**config.mk**
```make
export PLATFORM = sky130hd
export DESIGN_NAME = vram_port_arbiter
export DESIGN_NICKNAME = d
export VERILOG_FILES = /design/src/rtl/vram_arb_pkg.sv /design/src/rtl/rd_tag_pipe.sv /design/src/rtl/vram_port_arbiter.sv
export SDC_FILE = /design/constraint.sdc
export NUM_CORES = 1
export LEC_CHECK = 0
export ABC_AREA = 0
export CELL_PAD_IN_SITES_DETAIL_PLACEMENT = 1
export CELL_PAD_IN_SITES_GLOBAL_PLACEMENT = 1
export CORE_UTILIZATION = 36
export CTS_CLUSTER_SIZE = 14
export DETAILED_ROUTE_END_ITERATION = 16
export PLACE_DENSITY = 0.88
export SETUP_SLACK_MARGIN = 0.2
export SLEW_MARGIN = 5
export SYNTH_ARGS = -nofsm -noshare
export SYNTH_HDL_FRONTEND = slang
export SYNTH_SLANG_ARGS = --single-unit
```
**constraint.sdc**
```tcl
create_clock -name Clk -period 4.1 [get_ports Clk]
set_input_delay 1.025 -clock Clk [delete_from_list [all_inputs] [get_ports Clk]]
set_output_delay 1.025 -clock Clk [all_outputs]
set_load 0.01 [all_outputs]
```
**src/rtl/vram_arb_pkg.sv**
```systemverilog
// Shared types for the VRAM port arbiter: read-owner tags and pipeline limits.
package vram_arb_pkg;

  localparam int unsigned RD_LAT_MAX = 4;

  typedef enum logic [1:0] {
    OWN_NONE = 2'd0,
    OWN_VID  = 2'd1,
    OWN_CPU  = 2'd2
  } owner_e;

endpackage

```
**src/rtl/rd_tag_pipe.sv**
```systemverilog
// Delay line that carries the owner of each issued VRAM read until its data
// comes back from the memory, so the response can be steered to the requester.
module rd_tag_pipe
  import vram_arb_pkg::*;
#(
  parameter int unsigned RD_LAT = 2
) (
  input  logic   clk,
  input  logic   rst_n,
  input  owner_e tag_in,
  output owner_e tag_out
);

  owner_e stage_q [RD_LAT];

  // Reset empties the pipe so in-flight reads never produce a response.
  always_ff @(posedge clk or negedge rst_n) begin
    if (!rst_n) begin
      for (int unsigned i = 0; i < RD_LAT; i++) begin
        stage_q[i] <= OWN_NONE;
      end
    end else begin
      stage_q[0] <= tag_in;
      for (int unsigned i = 1; i < RD_LAT; i++) begin
        stage_q[i] <= stage_q[i-1];
      end
    end
  end

  assign tag_out = stage_q[RD_LAT-1];

endmodule

```
**src/rtl/vram_port_arbiter.sv**
```systemverilog
// Shares one single-port VRAM between the CPU register path and the HDMI
// scan-out fetch; video wins ties, a bounded wait counter keeps the CPU alive.
module vram_port_arbiter
  import vram_arb_pkg::*;
#(
  parameter int unsigned ADDR_W       = 11,
  parameter int unsigned DATA_W       = 32,
  parameter int unsigned RD_LAT       = 2,
  parameter int unsigned CPU_MAX_WAIT = 4
) (
  input  logic                  Clk,
  input  logic                  reset_rtl_0,
  input  logic                  cpu_req,
  input  logic                  cpu_we,
  input  logic [ADDR_W-1:0]     cpu_addr,
  input  logic [DATA_W-1:0]     cpu_wdata,
  input  logic [DATA_W/8-1:0]   cpu_be,
  output logic                  cpu_gnt,
  output logic                  cpu_rvalid,
  output logic [DATA_W-1:0]     cpu_rdata,
  input  logic                  vid_req,
  input  logic [ADDR_W-1:0]     vid_addr,
  output logic                  vid_gnt,
  output logic                  vid_rvalid,
  output logic [DATA_W-1:0]     vid_rdata,
  output logic                  mem_en,
  output logic [DATA_W/8-1:0]   mem_we,
  output logic [ADDR_W-1:0]     mem_addr,
  output logic [DATA_W-1:0]     mem_wdata,
  input  logic [DATA_W-1:0]     mem_rdata
);

  localparam int unsigned BE_W  = DATA_W / 8;
  localparam int unsigned CNT_W = $clog2(CPU_MAX_WAIT + 1);

  logic             arb_en_q;
  logic             force_c;
  logic [CNT_W-1:0] wait_cnt_q;
  logic [CNT_W-1:0] wait_cnt_d;
  owner_e           tag_d;
  owner_e           tag_out;

  // Grants stay off until the first edge after reset release.
  always_ff @(posedge Clk or negedge reset_rtl_0) begin
    if (!reset_rtl_0) begin
      arb_en_q <= 1'b0;
    end else begin
      arb_en_q <= 1'b1;
    end
  end

  // Priority: starved CPU, then video, then CPU.
  always_comb begin
    cpu_gnt    = 1'b0;
    vid_gnt    = 1'b0;
    tag_d      = OWN_NONE;
    wait_cnt_d = '0;
    force_c    = (wait_cnt_q == CNT_W'(CPU_MAX_WAIT));

    if (arb_en_q) begin
      if (cpu_req && force_c) begin
        cpu_gnt = 1'b1;
      end else if (vid_req) begin
        vid_gnt = 1'b1;
      end else if (cpu_req) begin
        cpu_gnt = 1'b1;
      end
    end

    if (arb_en_q && cpu_req && !cpu_gnt) begin
      wait_cnt_d = force_c ? wait_cnt_q : wait_cnt_q + CNT_W'(1);
    end

    if (cpu_gnt && !cpu_we) begin
      tag_d = OWN_CPU;
    end else if (vid_gnt) begin
      tag_d = OWN_VID;
    end
  end

  always_ff @(posedge Clk or negedge reset_rtl_0) begin
    if (!reset_rtl_0) begin
      wait_cnt_q <= '0;
    end else begin
      wait_cnt_q <= wait_cnt_d;
    end
  end

  // Registered VRAM port; address/data hold when idle, enables drop.
  always_ff @(posedge Clk or negedge reset_rtl_0) begin
    if (!reset_rtl_0) begin
      mem_en    <= 1'b0;
      mem_we    <= '0;
      mem_addr  <= '0;
      mem_wdata <= '0;
    end else begin
      mem_en <= cpu_gnt | vid_gnt;
      mem_we <= cpu_gnt ? (cpu_be & {BE_W{cpu_we}}) : '0;
      if (cpu_gnt) begin
        mem_addr  <= cpu_addr;
        mem_wdata <= cpu_wdata;
      end else if (vid_gnt) begin
        mem_addr  <= vid_addr;
      end
    end
  end

  rd_tag_pipe #(
    .RD_LAT (RD_LAT)
  ) u_rd_tag_pipe (
    .clk     (Clk),
    .rst_n   (reset_rtl_0),
    .tag_in  (tag_d),
    .tag_out (tag_out)
  );

  // Steer returning read data to its owner; data holds between pulses.
  always_ff @(posedge Clk or negedge reset_rtl_0) begin
    if (!reset_rtl_0) begin
      cpu_rvalid <= 1'b0;
      cpu_rdata  <= '0;
      vid_rvalid <= 1'b0;
      vid_rdata  <= '0;
    end else begin
      cpu_rvalid <= (tag_out == OWN_CPU);
      vid_rvalid <= (tag_out == OWN_VID);
      if (tag_out == OWN_CPU) begin
        cpu_rdata <= mem_rdata;
      end
      if (tag_out == OWN_VID) begin
        vid_rdata <= mem_rdata;
      end
    end
  end

endmodule

```
# Yosys cells after proc, flatten, opt, wreduce, memory -nomap -nowiden

Index checks and enable logic that the tools add are counted.

Logic and storage cells: 40
Register bits after elaboration: 122

Equal/unequal tests: 4
Bitwise logic cells: 2
Add/sub/neg operators: 1
Mux-type cells: 14
Reductions and logical operators: 7

Operator list:

| cell                                                 | number |
|---|---|
| two-way mux 11 bit                                   | 2 |
| two-way mux 1 bit                                    | 8 |
| two-way mux 3 bit                                    | 2 |
| AND 4 bit                                            | 1 |
| logical AND 1 bit                                    | 4 |
| two-way mux 4 bit                                    | 1 |
| adder 3 x 1 -> 3 bit (second input constant)         | 1 |
| equality test 3 bit (second input constant)          | 1 |
| equality test 2 x 1 -> 1 bit (second input constant) | 1 |
| equality test 2 bit (second input constant)          | 1 |
| zero test 1 bit                                      | 2 |
| two-way mux 2 bit                                    | 1 |
| inequality test 2 bit (second input constant)        | 1 |
| nonzero test 2 bit                                   | 1 |
| OR 1 bit                                             | 1 |

# Longest topological paths before layout

Gate-level depths: netlist (run 1).

Depth in word-level cells: 7
Gate-level depth with buffers: 8

# Cells and area by module

A second synthesis (run 1) with hierarchy kept.

Cells, all modules: 285
Area, all modules: 4748.3 um^2

By module, submodules not included:

| module            | instances | cells each | area an instance (um^2) | seq. area each (um^2) |
|---|---|---|---|---|
| vram_port_arbiter | 1         | 279        | 4633.2                  | 2952.8 |
| rd_tag_pipe       | 1         | 6          | 115.1                   | 100.1 |

# Worst setup path before layout (run 1)

Ideal clock, no wire load.

Kind: input-to-output
From: input vid_req
To: output cpu_gnt
Buffers on the path: 2
Stages: 5
Slack: 1.341 ns
Arrival: 1.734 ns
Path through: a21boi_2 -> or2_1 -> buf_6 -> inv_12 -> buf_12

Cells in the longest elaborated chain, start to end: 3

RTL lines:

| element            | RTL line                | text |
|---|---|---|
| start: declaration | vram_port_arbiter.sv:21 | `input logic vid_req,` |
| two-way mux 1 bit  | vram_port_arbiter.sv:63 | `end else if (vid_req) begin` |
| two-way mux 1 bit  | vram_port_arbiter.sv:61 | `if (cpu_req && force_c) begin` |
| two-way mux 1 bit  | vram_port_arbiter.sv:60 | `if (arb_en_q) begin` |
| end: declaration   | vram_port_arbiter.sv:18 | `output logic cpu_gnt,` |

Every way passes these cells.

# Final worst setup path (run 1)

Ends and elaborated chain as after synthesis.

==> run metrics, run 1 <==
routed len/inst 19.2 um; core area 12700 um^2; final instance area 7610 um^2; RSZ-0062 raised after global routing no; fraction of layout cells with a size suffix above 1 27.1%; Hold Vio Cnt, Final 0; CP Launch Type primary input; clock sink count 122; gr usage total 20.8%; largest net degree at the start of global routing 81; Synth area leader dfrtp_1; register area 3050 um^2; PD cells 529 nW/um^2; Post-CTS Setup Repair Bufs 0; FP Rows 41; Detailed Place HPWL 9600 um; outcome finished, final reports clean; Antenna diodes 0; Die Span Y 117 um; vias in the first global route 3667; CP Data Required Time 3070 ps; Max Freq 0.270 GHz; first-pass GRT wire length 20600 um; Remaining DRCs 0; GRT overflow 0; hold crit path type register to register; area delta synth->final 60.6%; min cycle time layout 3700 ps; internal reg-to-reg setup slack 1850 ps; footprint of the multi-input gates 1520 um^2; PortBufs 210; Area contributors post-synth dfrtp_1 64%, mux2_2 17%, mux2_4 7.9%, o221a_1 1.9%, nand2b_1 1.3%; initial core utilization 37.2%; Yosys cell types 26; Reg clk slew, reported paths 50 ps; Worst path slowest cell clkdlybuf4s50_1; Placed Instance Area 6990 um^2; Synth Cell Area 4740 um^2; Layout Nets 601; Vias/cell 4.66; Seq/Total Area, Yosys 64.5%; Crit path top cell by count clkdlybuf4s50_1; CTS Buf Count 17; die width 117 um; RD Place Congestion 0.791; Slew headroom 31.7%; FILL cells 1248; Worst-Skew Late Latency 410 ps; DR vias 3211; actual transition at the worst max-transition pin 1020 ps; Syn Nets 381; final setup fails 0; H-tree depth reported by CTS 4; Hold Slack 356 ps; antenna violations before repair 0; Final Util 59.8%; final worst path period share 90.2%; drt initial violations 87; root buffer cell clkbuf_16; Ys Warns 0; clock skew 10.4 ps; CTS tree built; Setup CP Type primary input to output port; Yosys reg bits 122; maximum vdd drop 270 uV; Post-Syn Instances 284; CP Cell Sequence clkdlybuf4s50_1 > a21boi_2 > or2_1 > inv_12 > clkdlybuf4s50_1; area fraction of the dominant cell type after synthesis 64.5%; MaxCap Viol Count 0; post-cts resize count 0; Mapped Avg Cell Area 16.7 um^2; setup tns final 0 ps; critical path endpoint category output port; Worst Path Arrival 2670 ps; cts hold-fix bufs 0; Largest stage delay, worst path 530 ps; CTS max path bufs 2; die area 13600 um^2; Antenna Nets Post-Route 0; worst-path maximum fanout 4; WL final 13200 um; Max Slew Vio Count 0; Leak 3.23 nW; I/O pin cnt 211; drt pass-1 iters 4
[layout by cell type, fill, tap and decap left out, types with 2 or more instances in the layout]
cell               n
and3_1             4
buf_4              6
bufinv_16          4
clkbuf_16         17
clkdlybuf4s50_1  209
clkinv_2           5
clkinvlp_4         4
dfrtp_1          122
ha_1               2
inv_1              7
mux2_2            71
mux2_4            25
nand2b_1          10
nand3_1            2
nor3b_1            3
o221a_1            8
o221a_2            3
or2b_1             2
[critical path: cells and delay by family]
family / cells / cell delay (ps)
and+or+nand+nor: 1 / 370
AOI/OAI and AO/OA: 1 / 190
buffers and inverters: 3 / 1080
[synthesized netlist by cell type]
master,n
buf_12,3
o21ai_0,1
nand2b_1,10
clkbuf_1,4
conb_1,1
ha_1,2
o221a_2,3
nand2_1,1
or2_1,1
and4_1,1
mux2_2,71
dfrtp_1,122
o221a_1,8
nor2b_1,1
a21boi_2,1
buf_2,6
or2b_1,2
and3_1,4
buf_6,2
mux2_4,25
nor2_1,1
a21oi_1,1
inv_1,7
nand3_1,2
nor3b_1,3
inv_12,1
[routing by layer]
layer	global-route usage, %	up-vias	part of all wire [%]	wire (um)
met3	8.35	18	9.1	1200
met4	8.10	0	1.5	200
li1	-	1438	-	-
met1	22.2	1607	37	4860
met2	36.9	148	53	6950
met5	0	-	0	0
[kinds of logic after synthesis]
kind of cell | after synthesis | synth area share [%]
multiplexers | 96 | 24.8
flip-flops | 122 | 64.5
adder cells (fa/ha/maj) | 2 | 0.528
AO/OA/AOI/OAI | 14 | 3.06
AND/OR/NAND/NOR | 26 | 3.46
other | 1 | 0.0792
buffers and inverters | 23 | 3.59
[area by class of cell]
cell class                 count  share of cell area, %
timing repair buffer         216                   28.4
sequential                   122                   40.1
clock inverter                13                   2.30
tap                          172                   2.83
inverter                       8                  0.559
multi-input combinational    139                   20.0
clock buffer                  19                   5.82
[worst paths after layout]
check	start	to	cells past startpoint
max	vid_req	cpu_gnt	5
min	u_rd_tag_pipe.stage_q[3]	u_rd_tag_pipe.tag_out[1]	0
max reg2reg	wait_cnt_q[0]	mem_wdata[19]	7
min reg2reg	u_rd_tag_pipe.stage_q[3]	u_rd_tag_pipe.tag_out[1]	0
max in group asynchronous	reset_rtl_0	vid_rdata[25]	2
min in group asynchronous	reset_rtl_0	mem_wdata[22]	1
[power by group]
part / internal [mW] / switching (mW) / total [mW]
Combinational: 0.610 / 0.330 / 0.940
Clock: 1.03 / 0.533 / 1.56
Sequential: 1.41 / 0.118 / 1.53
[sequential cells by signal (all words and copies together), names as in the netlist, 2 cells and up]
| register | flops |
|---|---|
| u_rd_tag_pipe.tag_out | 2 |
| vid_rdata | 32 |
| wait_cnt_q | 3 |
| cpu_rdata | 32 |
| mem_we | 4 |
| mem_wdata | 32 |
| u_rd_tag_pipe.stage_q | 2 |
| mem_addr | 11 |
[stage by stage]
stage,instances,worst slack [ps],total power [mW]
2_1_floorplan,284,1340,1.88
3_3_place_gp,657,448,2.45
3_5_place_dp,657,397,2.50
4_1_cts,689,386,4.08
5_1_grt,689,356,4.20
6_report,689,400,4.03
Note: power is estimated with default switching activity, not from simulation.
==> inputs of run 2 (changes only) <==
SLEW_MARGIN = 10   (was 5)
==> results of run 2 <==
The final DEF is identical to that of run 1; final timing and power are the same.
==> inputs of run 3 (changes only) <==
CELL_PAD_IN_SITES_GLOBAL_PLACEMENT = 2   (was 1)
CORE_MARGIN = 5   (was unset)
CORE_UTILIZATION = 29   (was 36)
PLACE_DENSITY = 0.86   (was 0.88)
==> run metrics, run 3 (synthesis gave the netlist of run 1 again) <==
outcome finished, final reports clean; Hold Vio Cnt, Final 0 (unchanged); PD cells 520 nW/um^2 (-1.8%); H-tree depth reported by CTS 4 (unchanged); R2R depth 7 (unchanged); Max Slew Vio Count 0 (unchanged); hold crit path type register to register; Final WS setup 435 ps (+35.2 ps); final setup fails 0 (unchanged); RD Place Congestion 0.744 (-6.0%); Slew headroom 30.2% (-1.5 points); Worst-Skew Late Latency 400 ps (about the same); hold depth 0 (unchanged); CTS max path bufs 2 (unchanged); Vias/cell 4.37 (-6.3%); RSZ-0062 raised after global routing no; cts hold-fix bufs 0 (unchanged); WL final 13000 um (-1.4%); fraction of layout cells with a size suffix above 1 26.6% (-0.48 points); root buffer cell clkbuf_16; PortBufs 210 (unchanged); CP Launch Type primary input; CTS tree built; core area 15900 um^2 (+25%); Leak 3.23 nW (about the same); die area 19000 um^2 (+39%); die width 138 um (+18%); first-pass GRT wire length 20100 um (-2.2%); maximum vdd drop 265 uV (-2.0%); vias in the first global route 3655 (-0.33%); FILL cells 1591 (+27%); Layout Nets 600 (-0.17%); top flop regs cpu_rdata x32, mem_wdata x32, vid_rdata x32; antenna violations before repair 0 (unchanged); final worst path period share 89.4% (-0.86 points); gr usage total 14.1% (-6.8 points); drt pass-1 iters 4 (unchanged); placed cell count 700 (+6.5%); Placed Instance Area 7040 um^2 (+0.72%); post-placement setup slack 445 ps (+48.6 ps); initial core utilization 29.7% (-7.5 points); actual transition at the worst max-transition pin 1040 ps (+22.7 ps); CTS Buf Count 17 (unchanged); clock skew 6.64 ps (-3.77 ps); MaxCap Viol Count 0 (unchanged); Post-CTS Setup Repair Bufs 0 (unchanged); routed len/inst 17.8 um (-7.1%); Worst Path Arrival 2640 ps (-30 ps); min cycle time layout 3660 ps (-35.2 ps); Detailed Place HPWL 9720 um (+1.3%); final instance area 7640 um^2 (+0.49%); critical path endpoint category output port; Reg clk slew, reported paths 50 ps (about the same); CP Data Required Time 3070 ps (about the same); FP Rows 46 (+12%); Antenna Nets Post-Route 0 (unchanged); most common cell after layout, fill and taps aside clkdlybuf4s50_1; Remaining DRCs 0 (unchanged); worst-path maximum fanout 4 (unchanged); DR vias 3191 (-0.62%); post-cts resize count 0 (unchanged); Die Span Y 138 um (+18%); largest net degree at the start of global routing 63 (-22%); Max Freq 0.273 GHz (+0.96%); area delta synth->final 61.4%; I/O pin cnt 211 (unchanged); GRT overflow 0 (unchanged); Antenna diodes 0 (unchanged); drt initial violations 46 (-47%); clock sink count 122 (unchanged); non-filler instance count after layout 731 (+6.1%); most frequent cells in the layout 209 x clkdlybuf4s50_1, 122 x dfrtp_1, 71 x mux2_2; Setup CP Type primary input to output port; setup tns final 0 ps (unchanged)
run 3: cell count changes in the layout (fill, tap and decap cells not counted):
cell,previous run,this run
buf_4,6,5
bufinv_16,4,3
clkbuf_1,1,3
clkbuf_8,1,4
nand2b_2,0,1
nand2b_1,10,9
clkinv_2,5,3
clkinv_4,0,1
clkinvlp_4,4,0
run 3: layout make-up:
| class | instances | area (um^2) | area share [%] |
|---|---|---|---|
| Sequential cell | 122 | 3050 | 39.9 |
| Timing Repair Buffer | 215 | 2150 | 28.1 |
| Multi-Input combinational cell | 139 | 1520 | 19.9 |
| Clock buffer | 24 | 492 | 6.43 |
| Tap cell | 216 | 270 | 3.54 |
| Clock inverter | 7 | 114 | 1.49 |
| Inverter | 8 | 42.5 | 0.557 |
run 3: final timing paths:
check                                         start                       end  slack (ps)
max reg2reg                           wait_cnt_q[0]             mem_wdata[24]        1870
min reg2reg                u_rd_tag_pipe.stage_q[3]  u_rd_tag_pipe.tag_out[1]         350
min in group asynchronous               reset_rtl_0             vid_rdata[10]         700
max                                         vid_req                   cpu_gnt         440
max in group asynchronous               reset_rtl_0             cpu_rdata[29]        2560
min                        u_rd_tag_pipe.stage_q[3]  u_rd_tag_pipe.tag_out[1]         350
run 3: where the power goes:
part	internal, mW	switching (mW)	leakage (nW)
sequential	1.41	0.110	1.46
combinational	0.609	0.328	1.47
clock	1.01	0.500	0.300
run 3: per-layer routing:
metal | up-vias | routed length [um] | global-route usage, %
met1 | 1620 | 5020 | 15.7
met4 | 0 | 166 | 4.72
met3 | 15 | 1030 | 5.81
li1 | 1432 | - | -
met2 | 124 | 6800 | 24.3
met5 | - | 0 | 0
run 3: critical path, stage by stage:
cell and delay [ps]:
clkdlybuf4s50_1 470, a21boi_2 190, or2_1 340, inv_12 80, clkdlybuf4s50_1 530
run 3: stage by stage:
step | power (mW) | utilization, % | hold WS (ps)
detailed placement | 2.50 | 44.1 | 339
CTS | 4.04 | 47.9 | 352
global placement | 2.46 | 44.1 | 333
floorplan | 1.88 | - | 331
finish | 3.97 | 47.9 | 349
global route | 4.17 | 47.9 | 357
